File: src/rtl/locator_pkg.sv
// Shared types and default widths for the board cell locator.
package locator_pkg;
  localparam int XY_W_DEF  = 12;
  localparam int CNT_W_DEF = 5;

  typedef enum logic [2:0] {
    IDLE,
    CHECK,
    DIV_X,
    DIV_Y,
    DONE
  } state_t;
endpackage

File: src/rtl/game_set_if.sv
// Board geometry bundle: the game setup drives it through out, the locator reads it through in.
interface game_set_if
  import locator_pkg::*;
#(
  parameter int XY_W  = XY_W_DEF,
  parameter int CNT_W = CNT_W_DEF
);
  logic [XY_W-1:0]  board_xpos;
  logic [XY_W-1:0]  board_ypos;
  logic [XY_W-1:0]  board_size;
  logic [XY_W-1:0]  button_size;
  logic [CNT_W-1:0] button_num;

  modport out (output board_xpos, board_ypos, board_size, button_size, button_num);
  modport in  (input  board_xpos, board_ypos, board_size, button_size, button_num);
endinterface

File: src/rtl/click_edge.sv
// Rising-edge detector for the mouse button level; pulse is combinational, one cycle per press.
// Built only with LOCATOR_EDGE_DETECT_EN; no backpressure, the pulse is dropped if the locator is busy.
`ifdef LOCATOR_EDGE_DETECT_EN
module click_edge (
  input  logic clk,
  input  logic rst_n,
  input  logic level,
  output logic pulse
);
  logic level_q;

  always_ff @(posedge clk or negedge rst_n) begin
    if (!rst_n) level_q <= 1'b0;
    else        level_q <= level;
  end

  assign pulse = level & ~level_q;
endmodule
`endif

File: src/rtl/cell_locator.sv
// Maps a click position to board column/row by repeated subtraction; done at cycle col+row+4 (misses sooner).
// req is only taken in IDLE and dropped otherwise; LOCATOR_EDGE_DETECT_EN makes req a button level.
module cell_locator
  import locator_pkg::*;
#(
  parameter int XY_W  = XY_W_DEF,
  parameter int CNT_W = CNT_W_DEF
) (
  input  logic             clk,
  input  logic             rst_n,
  game_set_if.in           gin,
  input  logic [XY_W-1:0]  mouse_xpos,
  input  logic [XY_W-1:0]  mouse_ypos,
  input  logic             req,
  output logic             busy,
  output logic             done,
  output logic             hit,
  output logic [CNT_W-1:0] col,
  output logic [CNT_W-1:0] row
);
  state_t state, state_d;
  logic   hit_d;
  logic   start;

  logic [XY_W-1:0]  mx_q, my_q, xpos_q, ypos_q, size_q, bsz_q;
  logic [XY_W-1:0]  rem_x, rem_y;
  logic [CNT_W-1:0] num_q, col_cnt, row_cnt;
  logic signed [XY_W:0] dx, dy;
  logic off_board, x_step, y_step, col_last, row_last;

`ifdef LOCATOR_EDGE_DETECT_EN
  click_edge u_click_edge (
    .clk   (clk),
    .rst_n (rst_n),
    .level (req),
    .pulse (start)
  );
`else
  assign start = req;
`endif

  assign dx = $signed({1'b0, mx_q}) - $signed({1'b0, xpos_q});
  assign dy = $signed({1'b0, my_q}) - $signed({1'b0, ypos_q});

  assign off_board = dx[XY_W] | dy[XY_W]
                   | (dx >= $signed({1'b0, size_q}))
                   | (dy >= $signed({1'b0, size_q}))
                   | (bsz_q == '0) | (num_q == '0);

  assign x_step   = rem_x >= bsz_q;
  assign y_step   = rem_y >= bsz_q;
  // An index reaching button_num means the pointer is past the last button.
  assign col_last = ({1'b0, col_cnt} + (CNT_W+1)'(1)) == {1'b0, num_q};
  assign row_last = ({1'b0, row_cnt} + (CNT_W+1)'(1)) == {1'b0, num_q};

  always_comb begin
    state_d = state;
    hit_d   = 1'b0;
    case (state)
      IDLE:  if (start) state_d = CHECK;
      CHECK: state_d = off_board ? DONE : DIV_X;
      DIV_X: begin
        if (!x_step)       state_d = DIV_Y;
        else if (col_last) state_d = DONE;
      end
      DIV_Y: begin
        if (!y_step) begin
          state_d = DONE;
          hit_d   = 1'b1;
        end else if (row_last) begin
          state_d = DONE;
        end
      end
      DONE:    state_d = IDLE;
      default: state_d = IDLE;
    endcase
  end

  always_ff @(posedge clk or negedge rst_n) begin
    if (!rst_n) state <= IDLE;
    else        state <= state_d;
  end

  always_ff @(posedge clk or negedge rst_n) begin
    if (!rst_n) begin
      mx_q    <= '0;
      my_q    <= '0;
      xpos_q  <= '0;
      ypos_q  <= '0;
      size_q  <= '0;
      bsz_q   <= '0;
      num_q   <= '0;
      rem_x   <= '0;
      rem_y   <= '0;
      col_cnt <= '0;
      row_cnt <= '0;
      busy    <= 1'b0;
      done    <= 1'b0;
      hit     <= 1'b0;
      col     <= '0;
      row     <= '0;
    end else begin
      case (state)
        IDLE: if (start) begin
          mx_q    <= mouse_xpos;
          my_q    <= mouse_ypos;
          xpos_q  <= gin.board_xpos;
          ypos_q  <= gin.board_ypos;
          size_q  <= gin.board_size;
          bsz_q   <= gin.button_size;
          num_q   <= gin.button_num;
          col_cnt <= '0;
          row_cnt <= '0;
        end
        CHECK: begin
          rem_x <= dx[XY_W-1:0];
          rem_y <= dy[XY_W-1:0];
        end
        DIV_X: if (x_step) begin
          rem_x   <= rem_x - bsz_q;
          col_cnt <= col_cnt + CNT_W'(1);
        end
        DIV_Y: if (y_step) begin
          rem_y   <= rem_y - bsz_q;
          row_cnt <= row_cnt + CNT_W'(1);
        end
        default: ;
      endcase

      // Outputs are registered against the next state so done lines up with the DONE cycle.
      busy <= (state_d != IDLE);
      done <= (state_d == DONE);
      if (state_d == DONE) begin
        hit <= hit_d;
        if (hit_d) begin
          col <= col_cnt;
          row <= row_cnt;
        end
      end
    end
  end
endmodule

File: src/flat_wrapper.sv
// flat-port wrapper written by rule: the top's interface ports become plain ports
module cell_locator_flat import locator_pkg::*;
#(
  parameter int XY_W  = XY_W_DEF,
  parameter int CNT_W = CNT_W_DEF
)
  (clk, rst_n, mouse_xpos, mouse_ypos, req, busy, done, hit, col, row, gin_board_xpos, gin_board_ypos, gin_board_size, gin_button_size, gin_button_num);
  game_set_if #(.XY_W(XY_W), .CNT_W(CNT_W)) gin_i ();
  input  logic clk;
  input  logic rst_n;
  input  logic [XY_W-1:0] mouse_xpos;
  input  logic [XY_W-1:0] mouse_ypos;
  input  logic req;
  output logic busy;
  output logic done;
  output logic hit;
  output logic [CNT_W-1:0] col;
  output logic [CNT_W-1:0] row;
  input wire logic [$bits(gin_i.board_xpos)-1:0] gin_board_xpos;
  input wire logic [$bits(gin_i.board_ypos)-1:0] gin_board_ypos;
  input wire logic [$bits(gin_i.board_size)-1:0] gin_board_size;
  input wire logic [$bits(gin_i.button_size)-1:0] gin_button_size;
  input wire logic [$bits(gin_i.button_num)-1:0] gin_button_num;
  assign gin_i.board_xpos = gin_board_xpos;
  assign gin_i.board_ypos = gin_board_ypos;
  assign gin_i.board_size = gin_board_size;
  assign gin_i.button_size = gin_button_size;
  assign gin_i.button_num = gin_button_num;
  cell_locator #(.XY_W(XY_W), .CNT_W(CNT_W)) u_core (.clk(clk), .rst_n(rst_n), .gin(gin_i), .mouse_xpos(mouse_xpos), .mouse_ypos(mouse_ypos), .req(req), .busy(busy), .done(done), .hit(hit), .col(col), .row(row));
endmodule
File: config.mk
export PLATFORM = sky130hd
export DESIGN_NAME = cell_locator_flat
export DESIGN_NICKNAME = d
export VERILOG_FILES = /design/src/rtl/locator_pkg.sv /design/src/rtl/game_set_if.sv /design/src/rtl/click_edge.sv /design/src/rtl/cell_locator.sv /design/src/flat_wrapper.sv
export SDC_FILE = /design/constraint.sdc
export NUM_CORES = 1
export LEC_CHECK = 0
export BUFFER_PORTS_ARGS = -buffer_cell sky130_fd_sc_hd__clkbuf_2
export CAP_MARGIN = 20
export CELL_PAD_IN_SITES_DETAIL_PLACEMENT = 1
export CELL_PAD_IN_SITES_GLOBAL_PLACEMENT = 1
export CORE_MARGIN = 8
export CORE_UTILIZATION = 45
export CTS_BUF_LIST = sky130_fd_sc_hd__clkbuf_4 sky130_fd_sc_hd__clkbuf_8 sky130_fd_sc_hd__clkbuf_16
export DETAILED_ROUTE_END_ITERATION = 10
export GPL_TIMING_DRIVEN = 0
export MAX_ROUTING_LAYER = met4
export PLACE_DENSITY_LB_ADDON = 0.05
export SLEW_MARGIN = 20
export SYNTH_ARGS = -nofsm -noshare
export SYNTH_HDL_FRONTEND = slang
export SYNTH_SLANG_ARGS = --single-unit
File: constraint.sdc
create_clock -name clk -period 5.3 [get_ports clk]
set_input_delay 0.265 -clock clk [delete_from_list [all_inputs] [get_ports clk]]
set_output_delay 0.265 -clock clk [all_outputs]
set_load 0.02 [all_outputs]
# After elaboration in Yosys (flattened, before gate mapping)
# Index checks and enable logic that the tools add are counted.
op_classes:
  order_cmp: 4
  n_mux: 18
  addsub: 8
  n_bitwise: 5
  n_eq_ne: 9
  n_reduce_logical: 14
op_table:
  columns: ["operator", "count"]
  rows:
  - ["$pmux 12 s2", 2]
  - ["$ge 13x13->1", 2]
  - ["$sub 12x12->13", 2]
  - ["$ge 12x12->1", 2]
  - ["$mux 12", 2]
  - ["$sub 12x12->12", 2]
  - ["$pmux 5 s2", 2]
  - ["$mux 3", 6]
  - ["$mux 5", 3]
  - ["$add 5x1->6 const B", 2]
  - ["$eq 6x5->1", 2]
  - ["$logic_not 12->1", 1]
  - ["$pmux 3 s4", 1]
  - ["$add 5x1->5 const B", 2]
  - ["$reduce_and 2->1", 4]
  - ["$reduce_bool 2->1", 4]
  - ["$eq 3x2->1 const B", 2]
  - ["$reduce_and 3->1", 2]
  - ["$logic_not 5->1", 1]
  - ["$or 1x1->1", 5]
  - ["$ne 2x1->1 const B", 2]
  - ["$eq 3x1->1 const B", 1]
  - ["$eq 3x3->1 const B", 1]
  - ["$logic_not 3->1", 1]
  - ["other kinds (3)", 4]
word_totals:
  ff_bits: 127
  out_inout_bits: 13

# Longest topological paths before layout
# Gate-level depths: netlist of the first run.
logic_depth:
  ltp_word: 10
  ltp_mapped: 17
  mapped_depth_nobuf: 17

# Worst setup path before layout of the first run
# OpenSTA, ideal clock, no wires.
synth_path:
  path_kind: "flip-flop to flip-flop"
  from: "reg u_core.my_q[0]"
  to: "reg u_core.hit"
  t_arrival_ns: 3.738
  synth_period_minus_slack_ns: 3.815
  required_time_ns: 5.224
  path_buffers: 0
  stages_incl_launch_ff: 18
  path_slack_ns: 1.485
  setup_ns: 0.076
  cell_sequence: "dfrtp_1 -> inv_1 -> ha_1 -> inv_1 -> fa_1 -> a21o_1 -> a2111oi_4 -> a21oi_2 -> a31o_1 -> xor2_1 -> ha_1 -> a21o_1 -> a2111oi_0 -> o2111ai_1 -> nor4b_1 -> o2111a_1 -> o31ai_2 -> o21ai_1"
synth_between:
  elab_chain_len: 9
  word_cells_on_any_way: 10
  classes_between: "add/sub: 1; order compare: 1; eq/ne: 1; mux: 2; bitwise: 5"
synth_lines:
  columns: ["element", "line_no", "text"]
  rows:
  - ["start: declaration", "cell_locator.sv:25", "logic [XY_W-1:0] mx_q, my_q, xpos_q, ypos_q, size_q, bsz_q;"]
  - ["start signal: assignment", "cell_locator.sv:106", "my_q <= mouse_ypos;"]
  - ["$sub 12x12->13 (*)", "cell_locator.sv:43", "assign dy = $signed({1'b0, my_q}) - $signed({1'b0, ypos_q});"]
  - ["branches (longest 2 deep; another with $ge 13x13->1)", null, null]
  - ["$or 1x1->1 (*)", "cell_locator.sv:47", "| (dy >= $signed({1'b0, size_q}))"]
  - ["$or 1x1->1 (*) (2 in series)", "cell_locator.sv:48", "| (bsz_q == '0) | (num_q == '0);"]
  - ["$mux 3 (*)", "cell_locator.sv:61", "CHECK: state_d = off_board ? DONE : DIV_X;"]
  - ["$pmux 3 s4 (*)", "cell_locator.sv:59", "case (state)"]
  - ["named net u_core.state_d[2]", "cell_locator.sv:21", "state_t state, state_d;"]
  - ["$eq 3x3->1 (*)", "cell_locator.sv:133", "if (state_d == DONE) begin"]
  - ["end signal: assignment", "cell_locator.sv:134", "hit <= hit_d;"]
  - ["end: declaration", "cell_locator.sv:17", "output logic hit,"]
# Mark *: on every way through the listed nets, which the timed path passes.
# A chain may end at the register's enable or synchronous reset.

# Final worst setup path of the first run
layout_path:
  from: "reg u_core.my_q[0]"
  to: "reg u_core.state[1]"
layout_between:
  elab_chain_len: 8
  word_cells_on_any_way: 9
  classes_between: "add/sub: 1; order compare: 1; mux: 2; bitwise: 5"
layout_lines:
  columns: ["element", "line_no", "text"]
  rows:
  - ["$sub 12x12->13 (*)", "cell_locator.sv:43", null]
  - ["branches (longest 2 deep; another with $ge 13x13->1)", null, null]
  - ["$or 1x1->1 (*)", "cell_locator.sv:47", null]
  - ["$or 1x1->1 (*) (2 in series)", "cell_locator.sv:48", null]
  - ["$mux 3 (*)", "cell_locator.sv:61", null]
  - ["$pmux 3 s4 (*)", "cell_locator.sv:59", null]
  - ["named net u_core.state_d[1]", "cell_locator.sv:21", null]
  - ["end signal: assignment", "cell_locator.sv:81", "else state <= state_d;"]
  - ["end: declaration", "cell_locator.sv:21", null]
# Marked as above.

==> reports/qor.yml, run 1 <==
run_status:
  status: "finished, final reports clean"
clock_network:
  cts_root_buf: "clkbuf_16"
  cts_tree: "yes"
  cts_num_sinks: 127
  htreeDepth: 4
  cts_buffers: 17
  cts_setup_buffers: 0
  clk-insertion-delay-late_ns: 0.43
  path_clk_slew_ns: 0.06
  cts_max_path_buffers: 2
logic_synthesis:
  synth.yosys.seq_area_share: 0.402
  synthDistinctLibCells: 63
  postSynthAreaPerCell_um2: 8.66
  ys.flop_type: "dfrtp_1"
  yosys_warnings: 0
  async_flop_share: 1.00
  syn_area_mm2: 0.00791
  netlist_instances: 913
  synth-edff-count: 0
  ys_seq_elements: 127
  syn-num-nets: 1071
worst_hold_path:
  whs_endpoint: "u_core.my_q[2]"
  hold_start: "mouse_ypos[2]"
  worstHoldPathType: "in -> reg"
  holdPathStages: 3
detailed_routing:
  num_vias: 6968
  wl_met1_um: 11100
  dr.pass1.iters: 5
  wl_per_cell_um: 19.3
  wl_met3_um: 763
  met2RoutedLength_um: 12000
  vias_per_cell: 5.50
  first_iter_violations: 285
  postRouteAntennaNets: 0
  highest-signal-layer: "met4"
  drc: 0
  drt_wl_total_um: 24400
timing:
  setup-violations-final: 0
  rsz0062_at_grt: "no"
  min_period_ns: 4.67
  tns_ns: 0
  maxSlewHeadroom: 0.353
  hold_ws_ns: 0.0188
  finalCritPeriodShare: 0.882
  tightest_slew_ns: 0.946
  slew_viol_final: 0
  fmax_mhz: 214
  fin_worst_skew_ns: 0.0146
  hold_viol_final: 0
floorplan:
  num_rows: 48
  pin_count: 93
  die_h_um: 149
  die_w_um: 149
  start_util: 0.459
  core_mm2: 0.0172
  die_area_mm2: 0.0221
final_layout:
  layout.nets: 1185
  seqCellArea_mm2: 0.00318
  layout-drive-gt1-share: 0.150
  fillers: 2078
  final_cell_area_mm2: 0.00931
  syn2layout_area_growth_pct: 17.7
  multi_input_area_mm2: 0.00438
global_routing:
  grt_pass1_vias: 7794
  grt_overflow_total: 0
  grt_pass1_wl_um: 40300
  grt_max_degree: 71
  grt.total_usage: 0.239
  antenna_found_initial: 1
worst_setup_path:
  r2r-end: "u_core.state[1]"
  crit_buf_inv: 2
  arrival_ns: 4.96
  cp.depth: 16
  required_ns: 5.59
  critical_path_peak_fanout: 2
  timing.critical_path.max_delay_family: "compound AO/OA/AOI/OAI gates"
  slowest_stage: "nor4b_1"
  r2r_cells: 16
  start_kind: "flip-flop"
  r2r-start: "u_core.my_q[0]"
  cp_cell_sequence: "inv_1, ha_1, inv_1, fa_1, a21o_1, a2111oi_4, a21oi_2, a31o_1, xor2_1, ha_1, a21o_1, a2111oi_0, o2111ai_1, nor4b_1, o211ai_1, o311ai_0"
  slowest_delay_ns: 0.53
  rrSetupSlack_ns: 0.63
  setup.worst_path.class: "reg -> reg"
  crit_path_end_kind: "flip-flop"
place:
  gp_congestion: 0.862
  hpwlAfterDp_um: 18600
  port_buffers: 92
  place_area_mm2: 0.00870
run:
  drv_cap: 0
-- repair_timing --
item                                   CTS  global route
resized for setup                        0             0
endpoints found under the hold margin   69             0
hold buffers                             1             0
-- flip-flops by register name, indices dropped and copies added, names as in the netlist --
| name | flops |
|---|---|
| u_core.busy | 1 |
| u_core.mx_q | 12 |
| u_core.xpos_q | 12 |
| u_core.ypos_q | 12 |
| u_core.rem_x | 12 |
| u_core.row | 5 |
| u_core.my_q | 12 |
| u_core.hit | 1 |
| u_core.state | 3 |
| u_core.bsz_q | 12 |
| u_core.size_q | 12 |
| u_core.rem_y | 12 |
| u_core.num_q | 5 |
| u_core.done | 1 |
| u_core.col | 5 |
| u_core.col_cnt | 5 |
| u_core.row_cnt | 5 |
-- per-layer routing --
layer | vias to the layer above | GRT usage
li1 | 3379 | -
met1 | 3432 | 0.287
met2 | 121 | 0.393
met3 | 36 | 0.0483
met4 | 0 | 0.0826
met5 | - | -
-- synth_stat cells (5+ instances only) --
master	instances	area, µm²
a211oi_1	7	52.6
a21o_1	5	37.5
a21oi_1	47	235
a31oi_1	8	50.1
and3_1	5	31.3
buf_1	5	18.8
buf_2	5	25.0
clkbuf_1	19	71.3
dfrtp_1	127	3180
ha_1	74	926
inv_1	65	244
mux2_2	10	113
nand2_1	192	721
nand2b_1	13	81.3
nand3_1	20	100
nand4_1	6	37.5
nor2_1	51	191
nor2b_1	10	62.6
nor3_1	17	85.1
nor4_1	6	37.5
o211ai_1	7	52.6
o21a_1	8	60.1
o21ai_0	86	430
o21ai_1	6	30.0
o31ai_1	6	45.0
or2_2	5	31.3
or3_1	6	37.5
xnor2_1	26	228
xor2_1	18	158
-- cells by family after synthesis --
kind of cell               synth area share
AOI/OAI and AO/OA                     0.172
adders and majority gates             0.127
muxes                                0.0168
and+or+nand+nor                       0.188
xor gates and xnor gates             0.0487
DFF                                   0.402
buffers and inverters                0.0454
-- tightest hold or removal path, delay by kind of cell --
family                 cells  cell delay (ns)
and+or+nand+nor            2             0.08
buffers and inverters      1             0.07
-- through the flow --
stage,utilization,setup WS (ns),std cells
6_report,0.540,0.627,1266
5_1_grt,0.540,0.225,1266
4_1_cts,0.540,0.650,1265
3_5_place_dp,0.505,0.733,1232
3_3_place_gp,0.502,0.850,1230
2_1_floorplan,-,1.49,913
-- layout by cell type, fill, tap and decap left out, types with 19 or more instances in the layout --
cell type  count
a21oi_1       47
clkbuf_1      19
clkbuf_2      91
dfrtp_1      127
ha_1          74
inv_1         65
nand2_1      192
nand3_1       20
nor2_1        51
o21ai_0       86
xnor2_1       26
-- area by class of cell --
cell class	instances	area share
multi-input cells	692	0.470
clock inverters	11	0.0121
well taps	225	0.0303
diodes	1	0.000269
repair buffers	95	0.0553
plain buffers	29	0.0124
flip-flops and latches	127	0.341
inverters	65	0.0262
clock buffers	21	0.0516
-- worst max path at each step --
stage                                start               to  slack [ns]
after detailed placement    u_core.my_q[0]  u_core.state[1]        0.73
after floorplan             u_core.my_q[0]       u_core.hit        1.49
after global placement      u_core.my_q[0]       u_core.hit        0.85
final                       u_core.my_q[0]  u_core.state[1]        0.63
after global routing      u_core.xpos_q[0]  u_core.state[1]        0.23
after CTS                   u_core.my_q[0]  u_core.state[1]        0.65
Power of run 1 is not shown: default switching activity piles up to over one toggle a cycle in this logic, so the estimate is an artifact.
==> run 2: changes to the inputs <==
==> constraint.sdc (replaced) <==
create_clock -name clk -period 5.3 [get_ports clk]
set_input_delay 0.795 -clock clk [delete_from_list [all_inputs] [get_ports clk]]
set_output_delay 0.795 -clock clk [all_outputs]
set_load 0.02 [all_outputs]
==> run 2 against run 1 <==
Against the previous run: non-clock buffer count shrank 1; die area is the same; highest routed layer unchanged; global-route usage is essentially flat; critical path depth is the same; count of clock-buffer cells in the layout is the same; fmax grew 0.38%; via count is the same; final cell count is essentially flat; first-iteration DRC count grew 1.8%; wire length is essentially flat.
==> reports/qor.yml, run 2 (synthesis gave the netlist of run 1 again) <==
run_status:
  status: "finished, final reports clean"  # unchanged
floorplan:
  die_area_mm2: 0.0221  # unchanged
  num_rows: 48  # unchanged
  die_w_um: 149  # unchanged
  core_mm2: 0.0172  # unchanged
  start_util: 0.459  # unchanged
  pin_count: 93  # unchanged
  die_h_um: 149  # unchanged
timing:
  rsz0062_at_grt: "no"  # unchanged
  hold_viol_final: 0  # unchanged
  min_period_ns: 4.66  # was 4.67 ns
  fin_worst_skew_ns: 0.0107  # was 0.0146 ns
  setup-violations-final: 0  # unchanged
  tightest_slew_ns: 0.936  # was 0.946 ns
  fmax_mhz: 215  # was 214 MHz
  tns_ns: 0  # unchanged
  finalCritPeriodShare: 0.878  # was 0.882
  slew_viol_final: 0  # unchanged
  maxSlewHeadroom: 0.360  # was 0.353
detailed_routing:
  drt_wl_total_um: 24400  # about the same
  num_vias: 6968  # unchanged
  dr.pass1.iters: 4  # was 5
  vias_per_cell: 5.51  # was 5.50
  drc: 0  # unchanged
  postRouteAntennaNets: 0  # unchanged
  wl_per_cell_um: 19.3  # about the same
  first_iter_violations: 290  # was 285
run:
  drv_cap: 0  # unchanged
place:
  gp_congestion: 0.862  # unchanged
  port_buffers: 92  # unchanged
  hpwlAfterDp_um: 18600  # unchanged
clock_network:
  htreeDepth: 4  # unchanged
  cts_buffers: 17  # unchanged
  path_clk_slew_ns: 0.06  # about the same
  clk-insertion-delay-late_ns: 0.43  # about the same
  cts_max_path_buffers: 2  # unchanged
  cts_tree: "yes"  # unchanged
  post_cts_resized: 0  # unchanged
  cts_root_buf: "clkbuf_16"  # unchanged
  holdBufCountCts: 0  # was 1
  cts_setup_buffers: 0  # unchanged
  cts_num_sinks: 127  # unchanged
worst_setup_path:
  crit_path_end_kind: "flip-flop"  # unchanged
  arrival_ns: 4.94  # was 4.96 ns
  setup.worst_path.class: "reg -> reg"  # unchanged
  critical_path_peak_fanout: 2  # unchanged
  required_ns: 5.59  # about the same
  start_kind: "flip-flop"  # unchanged
worst_hold_path:
  worstHoldPathType: "in -> async"  # was in -> reg
global_routing:
  grt_pass1_vias: 7791  # was 7794
  grt_overflow_total: 0  # unchanged
  grt_max_degree: 71  # unchanged
  antenna_found_initial: 1  # unchanged
  grt_pass1_wl_um: 40300  # about the same
  grt.total_usage: 0.239  # about the same
final_layout:
  syn2layout_area_growth_pct: 17.5  # was 17.7%
  layout-drive-gt1-share: 0.150  # about the same
  layout_commonest_cell: "nand2_1"  # unchanged
  fillers: 2079  # was 2078
  layout_common_cells: "192 x nand2_1, 127 x dfrtp_1, 91 x clkbuf_2"  # unchanged
  layout.nets: 1184  # was 1185
[run 2: area by class of cell]
type,count,area (µm²),share of cell area
multi-input cells,692,4380,0.471
clock buffers,21,480,0.0517
repair buffers,94,504,0.0542
flip-flops and latches,127,3180,0.342
inverters,65,244,0.0262
clock inverters,11,113,0.0121
plain buffers,29,115,0.0124
diodes,1,2.50,0.000269
well taps,225,282,0.0303
[run 2: metrics by stage]
| step | util | hold slack [ns] | area, µm² | setup WS [ns] | cells |
|---|---|---|---|---|---|
| CTS | 0.539 | 0.407 | 9290 | 0.650 | 1264 |
| global placement | 0.502 | 0.465 | 8650 | 0.850 | 1230 |
| finish | 0.539 | 0.391 | 9300 | 0.645 | 1265 |
| floorplan | - | 0.450 | 7910 | 1.49 | 913 |
| detailed placement | 0.505 | 0.470 | 8700 | 0.733 | 1232 |
| global route | 0.539 | 0.437 | 9300 | 0.225 | 1265 |
[run 2: worst max-delay path: stages, from the launching register on]
cell and delay, ns:
dfrtp_1 0.37, inv_1 0.09, ha_1 0.18, inv_1 0.07, fa_1 0.42, a21o_1 0.23, a2111oi_4 0.37, a21oi_2 0.15
a31o_1 0.27, xor2_1 0.23, ha_1 0.29, a21o_1 0.16, a2111oi_0 0.38, o2111ai_1 0.20, nor4b_1 0.54, o211ai_1 0.20
o311ai_0 0.37
[run 2: path summary, 6_finish.rpt]
check                               start               end  depth (start not counted)  slack (ns)
hold reg to reg            u_core.mx_q[7]    u_core.mx_q[7]                          2        0.48
setup / recovery           u_core.my_q[0]   u_core.state[1]                         16        0.64
hold / removal                      rst_n   u_core.bsz_q[9]                          1        0.39
setup reg to reg           u_core.my_q[0]   u_core.state[1]                         16        0.64
min in group clk           u_core.mx_q[7]    u_core.mx_q[7]                          2        0.48
max in group asynchronous           rst_n  u_core.xpos_q[3]                          2        4.19
[run 2: layer usage]
metal	track usage	part of all wire	vias up	routed length, µm
met5	-	0	-	0
li1	-	-	3378	-
met3	0.0483	0.039	40	940
met2	0.393	0.49	121	11900
met4	0.0826	0.023	0	560
met1	0.287	0.45	3429	11000
Power of run 2 is left out for the same reason.
